<file path="src/rtl/xor_logic.sv">
// xor_logic: registered one-time-pad XOR stage with an optional stored key and a saturating word counter.
module xor_logic #(
    parameter int WIDTH = 32,
    parameter int CNT_W = 16
) (
    input  logic             clk,
    input  logic             rst_n,
    input  logic             in_valid,
    input  logic [WIDTH-1:0] a,
    input  logic [WIDTH-1:0] b,
    input  logic             key_load,
    input  logic             use_key,
    output logic [WIDTH-1:0] c,
    output logic             out_valid,
    output logic [CNT_W-1:0] word_count
);
    logic [WIDTH-1:0] c_q, c_d, key_q, key_d;
    logic [CNT_W-1:0] cnt_q, cnt_d;
    logic             valid_q, valid_d;

    // The pad reads key_q, so a same-edge load and use sees the previous key.
    always_comb begin
        c_d     = in_valid ? a ^ (use_key ? key_q : b) : c_q;
        valid_d = in_valid;
        key_d   = key_load ? b : key_q;
        cnt_d   = (in_valid && cnt_q != '1) ? cnt_q + 1'b1 : cnt_q;
    end

    always_ff @(posedge clk or negedge rst_n) begin
        if (!rst_n) begin
            c_q     <= '0;
            valid_q <= 1'b0;
            key_q   <= '0;
            cnt_q   <= '0;
        end else begin
            c_q     <= c_d;
            valid_q <= valid_d;
            key_q   <= key_d;
            cnt_q   <= cnt_d;
        end
    end

    assign c          = c_q;
    assign out_valid  = valid_q;
    assign word_count = cnt_q;
endmodule

</file>
<file path="config.mk">
export PLATFORM = sky130hd
export DESIGN_NAME = xor_logic
export DESIGN_NICKNAME = d
export VERILOG_FILES = /design/src/rtl/xor_logic.sv
export SDC_FILE = /design/constraint.sdc
export NUM_CORES = 1
export LEC_CHECK = 0
export ABC_AREA = 1
export ABC_CLOCK_PERIOD_IN_PS = 1900
export BUFFER_PORTS_ARGS = -buffer_cell sky130_fd_sc_hd__buf_4
export CORE_ASPECT_RATIO = 0.8
export CORE_MARGIN = 5
export CORE_UTILIZATION = 52
export DETAILED_ROUTE_END_ITERATION = 10
export PLACE_DENSITY = 0.87
export SLEW_MARGIN = 20
export SYNTH_ARGS = -nofsm -noshare
export SYNTH_HDL_FRONTEND = slang
export SYNTH_SLANG_ARGS = --single-unit
export TNS_END_PERCENT = 30
</file>
<file path="constraint.sdc">
create_clock -name clk -period 1.9 [get_ports clk]
set_input_delay 0.19 -clock clk [delete_from_list [all_inputs] [get_ports clk]]
set_output_delay 0.19 -clock clk [all_outputs]
set_load 0.05 [all_outputs]
</file>
==> run_summary.xml, run 1 <==
<?xml version="1.0" encoding="UTF-8"?>
<metrics>
  <group name="logic_synthesis">
    <metric name="postSynthRegisterBits" unit="">81</metric>
    <metric name="async_reset_ff_share" unit="%">100</metric>
    <metric name="syn-mean-instance-area" unit="sq um">8.35</metric>
    <metric name="netlist_cell_types" unit="">29</metric>
    <metric name="yosys_most_used_dff" unit="">dfrtp_1</metric>
    <metric name="synth-edff-count" unit="">0</metric>
    <metric name="synth_cells" unit="">476</metric>
    <metric name="yosys_warnings" unit="">0</metric>
    <metric name="syn-cell-area" unit="sq mm">0.00398</metric>
    <metric name="syn-num-nets" unit="">546</metric>
    <metric name="sequential_fraction_of_the_synthesis_area" unit="%">51.0</metric>
  </group>
  <group name="floorplanning">
    <metric name="num_rows" unit="">28</metric>
    <metric name="design.portCount" unit="">118</metric>
    <metric name="dieHeight" unit="um">88.2</metric>
    <metric name="core-area" unit="sq mm">0.00743</metric>
    <metric name="die-width" unit="um">108</metric>
    <metric name="die_area" unit="sq mm">0.00950</metric>
    <metric name="start_util" unit="%">53.5</metric>
  </group>
  <group name="power">
    <metric name="p_per_area" unit="mW/mm^2">935</metric>
    <metric name="leakagePower" unit="nW">2.55</metric>
    <metric name="fin_total_pwr" unit="mW">4.81</metric>
    <metric name="power.ir.vdd_worst" unit="V">0.000504</metric>
  </group>
  <group name="route">
    <metric name="drt_iter0_markers" unit="">104</metric>
    <metric name="post_drt_via_cell_ratio" unit="">4.87</metric>
    <metric name="drtPass1Iterations" unit="">4</metric>
    <metric name="overall_via_count_from_detail_route" unit="">3393</metric>
    <metric name="route.antenna.remaining_nets" unit="">0</metric>
    <metric name="avgRoutedWirePerCell" unit="um">13.2</metric>
    <metric name="wirelength" unit="um">9180</metric>
    <metric name="post-route-drc-count" unit="">0</metric>
  </group>
  <group name="sta">
    <metric name="setup_total_negative_slack" unit="ns">0</metric>
    <metric name="final_hold_viol_count" unit="">0</metric>
    <metric name="finalCritPeriodShare" unit="%">81.4</metric>
    <metric name="max_freq" unit="GHz">0.646</metric>
    <metric name="timing.final.max_slew_violations" unit="">0</metric>
    <metric name="fin_skew" unit="ns">0.00435</metric>
    <metric name="unrepaired_setup_endpoints_after_global_routing" unit="">false</metric>
    <metric name="setup_ws" unit="ns">0.353</metric>
    <metric name="post_route_minimum_period" unit="ns">1.55</metric>
    <metric name="maxSlewHeadroom" unit="%">62.9</metric>
    <metric name="setup-violations-final" unit="">0</metric>
    <metric name="whs" unit="ns">0.0472</metric>
    <metric name="tightest_slew" unit="ns">0.557</metric>
  </group>
  <group name="setup_path">
    <metric name="critPathTopFamily" unit="">simple AND/OR/NAND/NOR gates</metric>
    <metric name="worst_reg_to_reg_setup_slack" unit="ns">0.35</metric>
    <metric name="critical_path.most_common_cell" unit="">nand2_1</metric>
    <metric name="crit_path_top_delay_cell" unit="">dfrtp_1</metric>
    <metric name="cp-start-kind" unit="">register</metric>
    <metric name="crit_buf_inv" unit="">3</metric>
    <metric name="r2r-end" unit="">word_count[6]</metric>
    <metric name="ff2ff_path_depth" unit="">10</metric>
    <metric name="cp.required" unit="ns">2.14</metric>
    <metric name="timing.critical_path.cells" unit="">ha_1, inv_1, nor2_1, nand2_2, inv_2, nand2_4, nand2_8, inv_4, nand2_1, nand2_1</metric>
    <metric name="worst_path_largest_cell_delay" unit="ns">0.43</metric>
    <metric name="worstPathMaxFanout" unit="">10</metric>
    <metric name="cp-end-kind" unit="">register</metric>
    <metric name="worst_r2r_startpoint" unit="">word_count[0]</metric>
    <metric name="crit_type" unit="">register to register</metric>
    <metric name="crit_path_dat" unit="ns">1.78</metric>
  </group>
  <group name="global_route">
    <metric name="grt_pass1_wl" unit="um">15400</metric>
    <metric name="grt.total_usage" unit="%">20.2</metric>
    <metric name="overflow" unit="">0</metric>
    <metric name="grt_max_degree" unit="">65</metric>
    <metric name="vias_in_the_first_global_route" unit="">3350</metric>
    <metric name="grt_antenna_before_repair" unit="">0</metric>
  </group>
  <group name="cells_and_area">
    <metric name="syn_to_final_growth" unit="%">29.5</metric>
    <metric name="instances_no_fill" unit="">697</metric>
    <metric name="n_antenna_cell" unit="">0</metric>
    <metric name="layout-drive-gt1-share" unit="%">25.7</metric>
    <metric name="nets" unit="">657</metric>
  </group>
  <group name="clock_network">
    <metric name="htree_levels" unit="">3</metric>
    <metric name="cts_buffers" unit="">9</metric>
    <metric name="cts_tree" unit="">yes</metric>
    <metric name="clock_sinks" unit="">81</metric>
    <metric name="clk_pin_slew_worst_paths" unit="ns">0.08</metric>
    <metric name="post_cts_resized" unit="">0</metric>
    <metric name="clk-insertion-delay-late" unit="ns">0.34</metric>
    <metric name="cts-root-buf" unit="">clkbuf_8</metric>
    <metric name="max_root_sink_buffers" unit="">2</metric>
  </group>
  <group name="worst_hold_path">
    <metric name="hold_path_depth" unit="">1</metric>
    <metric name="timing.hold.worst.start" unit="">in_valid</metric>
    <metric name="hold-path-endpoint" unit="">out_valid</metric>
    <metric name="min-delay-path-class" unit="">primary input to register</metric>
  </group>
  <group name="outcome">
    <metric name="outcome" unit="">finished, final reports clean</metric>
  </group>
  <group name="placement">
    <metric name="dp_hpwl" unit="um">6860</metric>
    <metric name="place.detailed.instances" unit="">680</metric>
    <metric name="gp_routability_congestion" unit="">0.849</metric>
    <metric name="post-place-ws" unit="ns">0.364</metric>
    <metric name="buffer_ports.inserted" unit="">117</metric>
  </group>
  <group name="run">
    <metric name="cap_violations" unit="">0</metric>
  </group>
</metrics>
worst register-to-register path, cell delays in order, from the launching register on:
cell and delay, ns:
dfrtp_1 0.43, ha_1 0.25, inv_1 0.06, nor2_1 0.17
nand2_2 0.11, inv_2 0.07, nand2_4 0.09, nand2_8 0.10
inv_4 0.06, nand2_1 0.06, nand2_1 0.05
routing by layer:
| metal | wire (um) | vias to the layer above | GRT usage, % |
|---|---|---|---|
| met5 | 0 | - | 0 |
| met4 | 40 | 0 | 5.50 |
| met3 | 451 | 2 | 4.94 |
| met2 | 4770 | 71 | 34.9 |
| met1 | 3920 | 1599 | 25.6 |
| li1 | - | 1721 | - |
synth_stat cells (5+ instances only):
| master | n | share of area [%] |
|---|---|---|
| nor2_1 | 21 | 2.0 |
| o21ai_1 | 17 | 2.1 |
| nand4_1 | 7 | 1.1 |
| clkbuf_1 | 8 | 0.76 |
| dfrtp_1 | 81 | 51 |
| a21oi_1 | 11 | 1.4 |
| xnor2_1 | 16 | 3.5 |
| inv_1 | 42 | 4.0 |
| buf_2 | 5 | 0.63 |
| nand2_1 | 140 | 13 |
| nand3_1 | 7 | 0.88 |
| o21ai_0 | 70 | 8.8 |
| xor2_1 | 22 | 4.8 |
area by class of cell:
class,instances,area (sq um)
sequential,81,2030
clock buffer,10,128
tap,105,131
inverter,46,180
fill,635,2280
timing repair buffer,121,936
multi-input combinational,328,1660
clock inverter,6,82.6
sequential cells by signal, indices dropped and copies added, names as in the netlist:
signal      count
c              32
key_q          32
out_valid       1
word_count     16
report_power, final:
part           internal (mW)  switching [mW]  total [mW]
Clock                  0.734           0.608        1.34
Sequential              1.93           0.151        2.08
Combinational          0.471           0.918        1.39
how the worst max path moves through the flow:
stage                       start              to  slack [ns]  cells past startpoint
finish              word_count[0]   word_count[6]        0.35                     10
floorplan           word_count[0]   word_count[0]        0.15                     10
CTS                 word_count[0]   word_count[6]        0.35                     10
global placement    word_count[0]   word_count[9]        0.42                     10
detailed placement  word_count[0]   word_count[6]        0.36                     10
global route        word_count[0]  word_count[10]        0.21                      8
cell families (layout without fill, tap and decap cells):
logic type | Yosys count | count (layout) | synth area share (%)
AOI/OAI and AO/OA | 98 | 98 | 12.3
xor gates and xnor gates | 38 | 38 | 8.37
buffers and inverters | 67 | 183 | 7.18
DFF | 81 | 81 | 51.0
adders and majority gates | 1 | 1 | 0.315
and+or+nand+nor | 191 | 191 | 20.8
cells in the final DEF, fill, tap and decap left out, drive strengths merged, types with 2 or more instances in the layout:
master  count
a21oi      11
buf       120
bufinv      2
clkbuf     10
clkinv      4
dfrtp      81
inv        45
nand2     147
nand3       7
nand3b      2
nand4       7
nor2       26
nor3        2
o21ai      87
xnor2      16
xor2       22
through the flow:
stage	area [sq um]	utilization, %
floorplan	3980	-
global route	5150	69.3
finish	5150	69.3
detailed placement	4930	66.3
global placement	4930	66.3
CTS	5150	69.3
timing repair:
action	CTS	global route
hold endpoints to repair	21	0
buffers inserted	0	0
hold buffers	1	0
No activity file was read; power rests on OpenSTA's default activity.
==> run 2, diff against run 1 <==
--- a/config.mk
+++ b/config.mk
@@ -5,12 +5,12 @@
 export SDC_FILE = /design/constraint.sdc
 export NUM_CORES = 1
 export LEC_CHECK = 0
-export ABC_AREA = 1
-export ABC_CLOCK_PERIOD_IN_PS = 1900
+export ABC_AREA = 0
+export ABC_CLOCK_PERIOD_IN_PS = 1600
 export BUFFER_PORTS_ARGS = -buffer_cell sky130_fd_sc_hd__buf_4
 export CORE_ASPECT_RATIO = 0.8
 export CORE_MARGIN = 5
-export CORE_UTILIZATION = 52
+export CORE_UTILIZATION = 51
 export DETAILED_ROUTE_END_ITERATION = 10
 export PLACE_DENSITY = 0.87
 export SLEW_MARGIN = 20
==> constraint.sdc (replaced) <==
create_clock -name clk -period 1.6 [get_ports clk]
set_input_delay 0.16 -clock clk [delete_from_list [all_inputs] [get_ports clk]]
set_output_delay 0.16 -clock clk [all_outputs]
set_load 0.05 [all_outputs]
==> run_summary.xml, run 2 <==
<?xml version="1.0" encoding="UTF-8"?>
<metrics>
  <group name="setup_path">
    <metric name="cp.required" unit="ns">1.85</metric>
    <metric name="crit_type" unit="">register to register</metric>
    <metric name="ff2ff_path_depth" unit="">5</metric>
    <metric name="worst_r2r_startpoint" unit="">word_count[0]</metric>
    <metric name="worst_path_largest_cell_delay" unit="ns">0.61</metric>
    <metric name="timing.critical_path.cells" unit="">ha_4, nand4_1, or4_4, nand3_1, xnor2_1</metric>
    <metric name="r2r-end" unit="">word_count[2]</metric>
    <metric name="crit_path_dat" unit="ns">1.90</metric>
    <metric name="crit_path_top_delay_cell" unit="">or4_4</metric>
    <metric name="worstPathMaxFanout" unit="">6</metric>
    <metric name="crit_buf_inv" unit="">0</metric>
    <metric name="worst_reg_to_reg_setup_slack" unit="ns">-0.05</metric>
    <metric name="critPathTopFamily" unit="">simple AND/OR/NAND/NOR gates</metric>
    <metric name="cp-start-kind" unit="">register</metric>
    <metric name="cp-end-kind" unit="">register</metric>
    <metric name="crit_path_start" unit="">word_count[0]</metric>
  </group>
  <group name="cells_and_area">
    <metric name="final_common_cell" unit="">buf_4</metric>
    <metric name="register_area" unit="sq mm">0.00205</metric>
    <metric name="layout-drive-gt1-share" unit="%">58.5</metric>
    <metric name="most-common-layout-cells" unit="">buf_4 (138), mux2_2 (66), dfrtp_1 (65), xnor2_1 (38), mux2i_1 (32)</metric>
    <metric name="multiInputGateArea" unit="sq mm">0.00178</metric>
    <metric name="postLayoutCellArea" unit="sq mm">0.00525</metric>
    <metric name="syn_to_final_growth" unit="%">38.9</metric>
    <metric name="count_of_filler_cells_inserted_in_the_layout" unit="">525</metric>
    <metric name="n_antenna_cell" unit="">0</metric>
    <metric name="nets" unit="">487</metric>
  </group>
  <group name="clock_network">
    <metric name="max_root_sink_buffers" unit="">2</metric>
    <metric name="cts-root-buf" unit="">clkbuf_8</metric>
    <metric name="clk-insertion-delay-late" unit="ns">0.35</metric>
    <metric name="clk_pin_slew_worst_paths" unit="ns">0.08</metric>
    <metric name="clock_sinks" unit="">81</metric>
    <metric name="htree_levels" unit="">3</metric>
    <metric name="cts_tree" unit="">yes</metric>
    <metric name="cts_buffers" unit="">9</metric>
  </group>
  <group name="worst_hold_path">
    <metric name="hold_path_depth" unit="">2</metric>
    <metric name="hold-path-endpoint" unit="">key_q[13]</metric>
    <metric name="timing.hold.worst.start" unit="">b[13]</metric>
    <metric name="min-delay-path-class" unit="">primary input to register</metric>
  </group>
  <group name="power">
    <metric name="combinational_share_of_power" unit="%">36.3</metric>
    <metric name="power.ir.vdd_worst" unit="V">0.000743</metric>
    <metric name="p_per_area" unit="mW/mm^2">1260</metric>
    <metric name="cellInternalPower" unit="mW">4.22</metric>
    <metric name="leakagePower" unit="nW">2.42</metric>
    <metric name="seqPwrFrac" unit="%">39.8</metric>
    <metric name="power.share.clock" unit="%">23.9</metric>
    <metric name="power.net_switching" unit="mW">2.39</metric>
    <metric name="power.switching_fraction" unit="%">36.2</metric>
  </group>
  <group name="global_route">
    <metric name="grt_antenna_before_repair" unit="">0</metric>
    <metric name="grt_max_degree" unit="">41</metric>
    <metric name="grt.total_usage" unit="%">19.1</metric>
    <metric name="vias_in_the_first_global_route" unit="">2887</metric>
    <metric name="grt_pass1_wl" unit="um">13800</metric>
    <metric name="overflow" unit="">0</metric>
  </group>
  <group name="sta">
    <metric name="tightest_slew" unit="ns">0.450</metric>
    <metric name="maxSlewHeadroom" unit="%">70.0</metric>
    <metric name="setup-violations-final" unit="">4</metric>
    <metric name="fin_skew" unit="ns">0.00773</metric>
    <metric name="final_hold_viol_count" unit="">0</metric>
    <metric name="finalCritPeriodShare" unit="%">103</metric>
    <metric name="unrepaired_setup_endpoints_after_global_routing" unit="">true</metric>
    <metric name="post_route_minimum_period" unit="ns">1.65</metric>
    <metric name="setup_ws" unit="ns">-0.0513</metric>
    <metric name="timing.final.max_slew_violations" unit="">0</metric>
    <metric name="max_freq" unit="GHz">0.606</metric>
  </group>
  <group name="route">
    <metric name="drt_iter0_markers" unit="">49</metric>
    <metric name="wirelength" unit="um">8460</metric>
    <metric name="post-route-drc-count" unit="">0</metric>
    <metric name="post_drt_via_cell_ratio" unit="">5.21</metric>
    <metric name="drtPass1Iterations" unit="">4</metric>
    <metric name="route.antenna.remaining_nets" unit="">0</metric>
    <metric name="avgRoutedWirePerCell" unit="um">16.5</metric>
    <metric name="overall_via_count_from_detail_route" unit="">2667</metric>
  </group>
  <group name="logic_synthesis">
    <metric name="netlist_cell_types" unit="">30</metric>
    <metric name="sequential_fraction_of_the_synthesis_area" unit="%">53.6</metric>
    <metric name="yosys_warnings" unit="">0</metric>
    <metric name="yosysTopAreaCellShare" unit="%">53.6</metric>
    <metric name="syn-mean-instance-area" unit="sq um">13.7</metric>
    <metric name="syn-num-nets" unit="">347</metric>
    <metric name="synth_area_leader_cell" unit="">dfrtp_1</metric>
    <metric name="synth_top_area_cells" unit="">dfrtp_1 (54%), mux2_2 (20%), xnor2_1 (8.8%)</metric>
    <metric name="yosysMostFrequentCell" unit="">dfrtp_1</metric>
    <metric name="postSynthRegisterBits" unit="">81</metric>
    <metric name="async_reset_ff_share" unit="%">100</metric>
    <metric name="syn-cell-area" unit="sq mm">0.00378</metric>
    <metric name="synth-edff-count" unit="">0</metric>
    <metric name="synth_common_cells" unit="">dfrtp_1 (81), mux2_2 (66), xnor2_1 (38)</metric>
    <metric name="synth_cells" unit="">277</metric>
    <metric name="yosys_most_used_dff" unit="">dfrtp_1</metric>
  </group>
  <group name="outcome">
    <metric name="outcome" unit="">complete, but fails checks</metric>
    <metric name="violated_checks" unit="">negative setup slack</metric>
  </group>
  <group name="floorplanning">
    <metric name="die-width" unit="um">106</metric>
    <metric name="num_rows" unit="">28</metric>
    <metric name="design.portCount" unit="">118</metric>
    <metric name="dieHeight" unit="um">87.0</metric>
    <metric name="die_area" unit="sq mm">0.00925</metric>
    <metric name="core-area" unit="sq mm">0.00732</metric>
    <metric name="start_util" unit="%">51.7</metric>
  </group>
  <group name="run">
    <metric name="cap_violations" unit="">0</metric>
  </group>
  <group name="placement">
    <metric name="buffer_ports.inserted" unit="">117</metric>
    <metric name="dpl_cell_area" unit="sq mm">0.00497</metric>
    <metric name="dp_hpwl" unit="um">6350</metric>
    <metric name="gp_routability_congestion" unit="">0.825</metric>
    <metric name="post-place-ws" unit="ns">-0.0798</metric>
  </group>
</metrics>
-- run 2: logic make-up after synthesis --
logic type | count (synthesis) | synth area share (%)
AO/OA/AOI/OAI | 8 | 1.59
XOR/XNOR | 42 | 9.72
adder cells (fa/ha/maj) | 1 | 0.331
buffers and inverters | 13 | 1.42
flip-flops | 81 | 53.6
multiplexers | 98 | 28.1
AND/OR/NAND/NOR | 34 | 5.26
-- run 2: worst max-delay path by stage --
stage	end	slack, ns	cells after the start
after floorplan	word_count[7]	-0.25	6
after global placement	word_count[7]	-0.02	5
after detailed placement	word_count[7]	-0.08	5
after CTS	word_count[7]	-0.006	5
after global routing	word_count[7]	-0.11	5
final	word_count[2]	-0.05	5
-- run 2: power by group through the flow --
stage	Sequential (mW)	Combinational [mW]	Clock (mW)
final	2.63	2.40	1.58
after global routing	2.68	2.53	1.73
after CTS	2.63	2.40	1.64
after detailed placement	2.67	2.39	0
after global placement	2.63	2.33	0
after floorplan	3.55	0.613	0
-- run 2: metal layers --
layer	global-route usage, %	wire length [um]	up-vias
li1	-	-	1267
met1	21.8	3330	1298
met2	33.1	4300	86
met3	8.23	680	16
met4	4.94	150	0
met5	0	0	-
-- run 2: repair_timing --
action,4_1_cts,5_1_grt
gates resized for setup,1,6
pin swaps,0,5
endpoints found under the setup margin,3,4
endpoints found under the hold margin,24,0
hold buffers,1,0
setup buffers,0,1
-- run 2: cell type report --
| type | count | area share, % |
|---|---|---|
| clock inverters | 5 | 1.52 |
| well taps | 90 | 2.14 |
| repair buffers | 142 | 21.1 |
| multi-input cells | 183 | 33.8 |
| flip-flops and latches | 81 | 39.0 |
| clock buffers | 11 | 2.50 |
-- run 2: through the flow --
| stage | setup TNS (ns) | cells | utilization (%) | power, mW | hold slack, ns |
|---|---|---|---|---|---|
| floorplan | -1.39 | 277 | - | 4.16 | -0.136 |
| global placement | -0.0212 | 494 | 67.9 | 4.96 | 0.0888 |
| detailed placement | -0.102 | 494 | 67.9 | 5.06 | 0.0970 |
| CTS | -0.00610 | 511 | 71.0 | 6.67 | 0.0291 |
| global route | -0.611 | 512 | 71.8 | 6.94 | 0.0237 |
| finish | -0.117 | 512 | 71.8 | 6.61 | 0.0450 |
